==> src/rtl/mem_port_arbiter.sv <==
// Arbitrates one single-port memory between instruction fetch and load/store data,
// with a fixed-priority grant, a fetch starvation guard and per-port wait counters.
module mem_port_arbiter #(
   parameter int unsigned MEM_LATENCY = 1,
   parameter int unsigned MAX_STREAK  = 3
) (
   input  logic        clk,
   input  logic        reset,
   input  logic        if_req,
   input  logic [31:0] if_addr,
   output logic        if_ack,
   output logic [31:0] if_rdata,
   input  logic        d_req,
   input  logic        d_we,
   input  logic [31:0] d_addr,
   input  logic [31:0] d_wdata,
   output logic        d_ack,
   output logic [31:0] d_rdata,
   output logic        mem_en,
   output logic        mem_we,
   output logic [31:0] mem_addr,
   output logic [31:0] mem_wdata,
   input  logic [31:0] mem_rdata,
   output logic        busy,
   output logic [31:0] if_wait_cycles,
   output logic [31:0] d_wait_cycles
);

   typedef enum logic [1:0] {IDLE, WAIT, RESP} state_t;

   localparam logic [2:0] LAT_LOAD   = 3'(MEM_LATENCY);
   localparam logic [3:0] STREAK_MAX = 4'(MAX_STREAK);

   state_t      state, state_nx;
   logic        owner_d, owner_d_nx;
   logic [2:0]  lat_cnt, lat_cnt_nx;
   logic [3:0]  streak, streak_nx;
   logic        mem_en_nx, mem_we_nx, if_ack_nx, d_ack_nx;
   logic [31:0] mem_addr_nx, mem_wdata_nx, if_rdata_nx, d_rdata_nx;
   logic [31:0] if_wait_q, d_wait_q;
   logic        grant_d;

   // Data wins a contended grant unless fetch has already lost MAX_STREAK in a row.
   assign grant_d = d_req && !(if_req && streak == STREAK_MAX);

   assign busy           = (state != IDLE);
   assign if_wait_cycles = if_wait_q;
   assign d_wait_cycles  = d_wait_q;

   always_ff @(posedge clk or negedge reset) begin
      if (!reset) begin
         state     <= IDLE;
         owner_d   <= 1'b0;
         lat_cnt   <= '0;
         streak    <= '0;
         mem_en    <= 1'b0;
         mem_we    <= 1'b0;
         mem_addr  <= '0;
         mem_wdata <= '0;
         if_ack    <= 1'b0;
         d_ack     <= 1'b0;
         if_rdata  <= '0;
         d_rdata   <= '0;
      end else begin
         state     <= state_nx;
         owner_d   <= owner_d_nx;
         lat_cnt   <= lat_cnt_nx;
         streak    <= streak_nx;
         mem_en    <= mem_en_nx;
         mem_we    <= mem_we_nx;
         mem_addr  <= mem_addr_nx;
         mem_wdata <= mem_wdata_nx;
         if_ack    <= if_ack_nx;
         d_ack     <= d_ack_nx;
         if_rdata  <= if_rdata_nx;
         d_rdata   <= d_rdata_nx;
      end
   end

   always_comb begin
      state_nx     = state;
      owner_d_nx   = owner_d;
      lat_cnt_nx   = lat_cnt;
      streak_nx    = streak;
      mem_en_nx    = 1'b0;
      mem_we_nx    = mem_we;
      mem_addr_nx  = mem_addr;
      mem_wdata_nx = mem_wdata;
      if_ack_nx    = 1'b0;
      d_ack_nx     = 1'b0;
      if_rdata_nx  = if_rdata;
      d_rdata_nx   = d_rdata;
      case (state)
         IDLE: begin
            if (if_req || d_req) begin
               owner_d_nx  = grant_d;
               mem_en_nx   = 1'b1;
               mem_we_nx   = grant_d && d_we;
               mem_addr_nx = grant_d ? d_addr : if_addr;
               if (grant_d) begin
                  mem_wdata_nx = d_wdata;
               end
               // A contended data grant can only happen below the limit, so the streak stays bounded.
               streak_nx   = (grant_d && if_req) ? streak + 4'd1 : 4'd0;
               lat_cnt_nx  = LAT_LOAD;
               state_nx    = WAIT;
            end
         end
         WAIT: begin
            if (lat_cnt == 3'd0) begin
               if (owner_d) begin
                  d_ack_nx = 1'b1;
                  if (!mem_we) begin
                     d_rdata_nx = mem_rdata;
                  end
               end else begin
                  if_ack_nx   = 1'b1;
                  if_rdata_nx = mem_rdata;
               end
               state_nx = RESP;
            end else begin
               lat_cnt_nx = lat_cnt - 3'd1;
            end
         end
         RESP: begin
            state_nx = IDLE;
         end
         default: begin
            state_nx = IDLE;
         end
      endcase
   end

   // Wait counters run in every state and stick at all-ones instead of wrapping.
   always_ff @(posedge clk or negedge reset) begin
      if (!reset) begin
         if_wait_q <= '0;
         d_wait_q  <= '0;
      end else begin
         if (if_req && !if_ack && if_wait_q != 32'hFFFF_FFFF) begin
            if_wait_q <= if_wait_q + 32'd1;
         end
         if (d_req && !d_ack && d_wait_q != 32'hFFFF_FFFF) begin
            d_wait_q <= d_wait_q + 32'd1;
         end
      end
   end

endmodule

==> config.mk <==
export PLATFORM = sky130hd
export DESIGN_NAME = mem_port_arbiter
export DESIGN_NICKNAME = d
export VERILOG_FILES = /design/src/rtl/mem_port_arbiter.sv
export SDC_FILE = /design/constraint.sdc
export NUM_CORES = 1
export LEC_CHECK = 0
export CORE_MARGIN = 5
export CORE_UTILIZATION = 44
export DETAILED_ROUTE_END_ITERATION = 12
export GPL_ROUTABILITY_DRIVEN = 1
export PLACE_DENSITY = 0.83
export SKIP_LAST_GASP = 1
export SYNTH_ARGS = -nofsm -noshare
export SYNTH_HDL_FRONTEND = slang
export SYNTH_SLANG_ARGS = --single-unit
==> constraint.sdc <==
create_clock -name clk -period 2.6 [get_ports clk]
set_clock_uncertainty 0.2 [all_clocks]
set_input_delay 0.65 -clock clk [delete_from_list [all_inputs] [get_ports clk]]
set_output_delay 0.65 -clock clk [all_outputs]
set_load 0.02 [all_outputs]
==> metrics.txt <==
Setup Buffers After CTS 0; dominant synthesized flop cell dfrtp_1; FF+latch count, synth 206; vias in the first global route 7519; Synth Warn # 0; period utilization a little over nine tenths; hold wc startpoint lat_cnt[0]$_DFFE_PN0P_; Initial Utilization 44.7%; initial antenna violation count 1; Hold Slack 283 ps; DRC 0; core box area 19500 sq um; aggregate global-route resource usage between 20% and 30%; crit path cell chain clkdlybuf4s50_1; Worst Path Buf+Inv 1; Final Hold Violating Endpoints 0; grt total ovfl 0; worst hold path stage count 1; Num CTS Buffers 23; final WL between 20000 and 25000 microns; DR vias/cell about 5.1; WP data arrival between 1500 and 2000 ps; Hold EP lat_cnt[0]$_DFFE_PN0P_; Static Leak around 5.5 nW; CTS tree yes; top-count cell post-synth dfrtp_1; Final #Nets between 1k and 1.5k; first-pass GRT wire length a little under 40000 microns; worst r2r src if_wait_cycles[3]$_DFFE_PN0P_; outcome complete, no violations; largest net degree at the start of global routing 68; post-synthesis cell count between 700 and 800; post-synth top area share between 50% and 60%; full die area between 20000 and 25000 sq um; area of the mapped netlist roughly 8700 sq um; # IOs 330; hpwl dp ~18000 microns; post-route design area between 10000 and 15000 sq um; H-tree depth 1; R2R setup slack between 400 and 500 ps; Die Y-Extent 151 microns; Via Count roughly 6.9k; Fmax around 0.40 GHz; WL/cell between 15 and 20 microns; final setup vio count 0; PortBufs between 300 and 400; fill count approximately 1.4k; Post-synth top cells 206 x dfrtp_1, 101 x nand2_1, 99 x mux2_2; Tmin final roughly 2500 ps; worst r2r dst if_wait_cycles[25]$_DFFE_PN0P_; Placer Congestion 0.843; Unique masters post-synth 44; reg2reg path depth 6; Final WS setup between 70 and 80 ps; Max VDD drop approximately 0.91 mV; P per Cell Area around 1100 nW/um^2; Worst-Skew Late Latency around 500 ps; post-synthesis async set-or-reset flop share 100%; Rows 51; Worst Tran Pin Value 439 ps; EDFF count, synth 0; maxcap violations 0; RSZ-0062 raised after global routing false; worst hold-check path type reg -> reg; Layout area overhead 52.1%; Crit path largest cell delay between 600 and 700 ps; syn avg cell area around 12 sq um; Post-DP Area ~13000 sq um; most area-hungry cell type in the Yosys netlist dfrtp_1; CTS Root Buffer Type clkbuf_16; sequential fraction of the synthesis area about 60%; setup slack at placement -273 ps; antenna viol nets, final 0; Bufs on Longest Clock Path 3; fin. max-slew vios 0; slowest CP cell clkdlybuf4s50_1; Worst-path clk slew ~60 ps; CP Data Required Time roughly 1800 ps; CP startpoint kind register; Initial DRC Count 246; Die X ~150 microns; Rel. slew slack 70.8%; worst-path fanout max 8; syn nets roughly 870; Worst path depth 1; drt first pass iters 4; CP Class reg -> out; Synth area leaders dfrtp_1 59%, mux2_2 13%, xnor2_1 4.7%; CP top delay family buffers and inverters; Worst setup EP type primary output; CTS Sinks a little over 200; share of layout cells above drive strength 1 between 15 and 20%
==> power by group <==
part | internal (mW) | leakage, nW | switching [mW] | total [mW]
Clock | 1.73 | 0.325 | 1.23 | 2.97
Sequential | 4.44 | 2.51 | 0.743 | 5.19
Combinational | 3.39 | 2.66 | 3.27 | 6.67
Total | 9.57 | 5.50 | 5.25 | 14.8
==> cell usage in the layout, fill, tap and decap left out, types with 2 or more instances in the layout <==
cell type        netlist  routed
a31oi_1               35      35
and2_1                 5       5
and3_1                 9       9
and4_1                 9       9
buf_12                 0       9
buf_4                  0      19
clkbuf_1              13       7
clkbuf_16              0      23
clkbuf_8               0       5
clkdlybuf4s50_1        0     327
clkinvlp_4             0       2
dfrtp_1              206     206
ha_1                   5       5
inv_1                  9       9
mux2_2                99      99
nand2_1              101     100
nand2b_1               7       7
nand3_1               26      26
nand3_2                4       4
nand4_1               26      26
nor2_1                53      53
nor2b_1                3       3
nor3_1                13      12
o211ai_1               2       2
o21ai_0                5       5
or2_2                  3       3
or3_1                  2       2
or4_1                  2       2
xnor2_1               47      47
xor2_1                15      15
==> layout make-up <==
class                   instances  area (sq um)  share of cell area (%)
flip-flops and latches        206          5150                    38.9
repair buffers                358          3630                    27.4
multi-input cells             487          3400                    25.7
clock buffers                  34           657                    4.96
well taps                     265           332                    2.50
inverters                      11          41.3                   0.312
clock inverters                 3          23.8                   0.180
diodes                          1          2.50                  0.0189
==> timing repair <==
item                                    in CTS  in global routing
endpoints found under the setup margin       1                  0
resized for setup                            1                  0
hold buffers                                 1                  0
hold endpoints to repair                    46                  0
==> flip-flops by register name (all words and copies together), names as in the netlist <==
name / cells
if_rdata: 32
state: 2
mem_en: 1
mem_wdata: 32
mem_addr: 32
mem_we: 1
d_wait_cycles: 32
d_ack: 1
d_rdata: 32
if_wait_cycles: 32
streak: 4
if_ack: 1
lat_cnt: 3
owner_d: 1
==> stage by stage <==
stage / TNS [ps] / utilization (%) / std cells / total power, mW
floorplan: 0 / - / 731 / 8.48
global placement: -3830 / 64.5 / 1326 / 11.8
detailed placement: -5040 / 64.5 / 1326 / 11.9
CTS: 0 / 68.0 / 1364 / 15.0
global route: 0 / 68.0 / 1365 / 15.7
finish: 0 / 68.0 / 1365 / 14.8
==> how the worst max path moves through the flow <==
| stage | start | endpoint | slack, ps |
|---|---|---|---|
| final | d_wait_cycles[7]$_DFFE_PN0P_ | d_wait_cycles[7] | 70 |
| after floorplan | d_req | d_wait_cycles[27]$_DFFE_PN0P_ | 410 |
| after global placement | if_req | if_wait_cycles[25]$_DFFE_PN0P_ | -270 |
| after CTS | d_wait_cycles[7]$_DFFE_PN0P_ | d_wait_cycles[7] | 60 |
| after detailed placement | if_req | if_wait_cycles[25]$_DFFE_PN0P_ | -270 |
| after global routing | d_wait_cycles[7]$_DFFE_PN0P_ | d_wait_cycles[7] | 30 |
==> cell families after synthesis <==
family	Yosys count	synth area share, %
AOI/OAI and AO/OA	51	3.84
xor gates and xnor gates	62	6.24
adders and majority gates	5	0.719
buffers and inverters	38	1.88
DFF	206	59.2
muxes	99	12.8
and+or+nand+nor	270	15.3
==> routing by layer <==
layer	wire, microns	part of all wire (%)	vias up	track usage (%)
met2	12300	51	244	37.1
met3	2360	9.7	45	7.86
met5	0	0	-	0
li1	-	-	3257	-
met1	9110	37	3367	25.0
met4	587	2.4	0	6.35
Note: power is estimated with default switching activity, not from simulation.
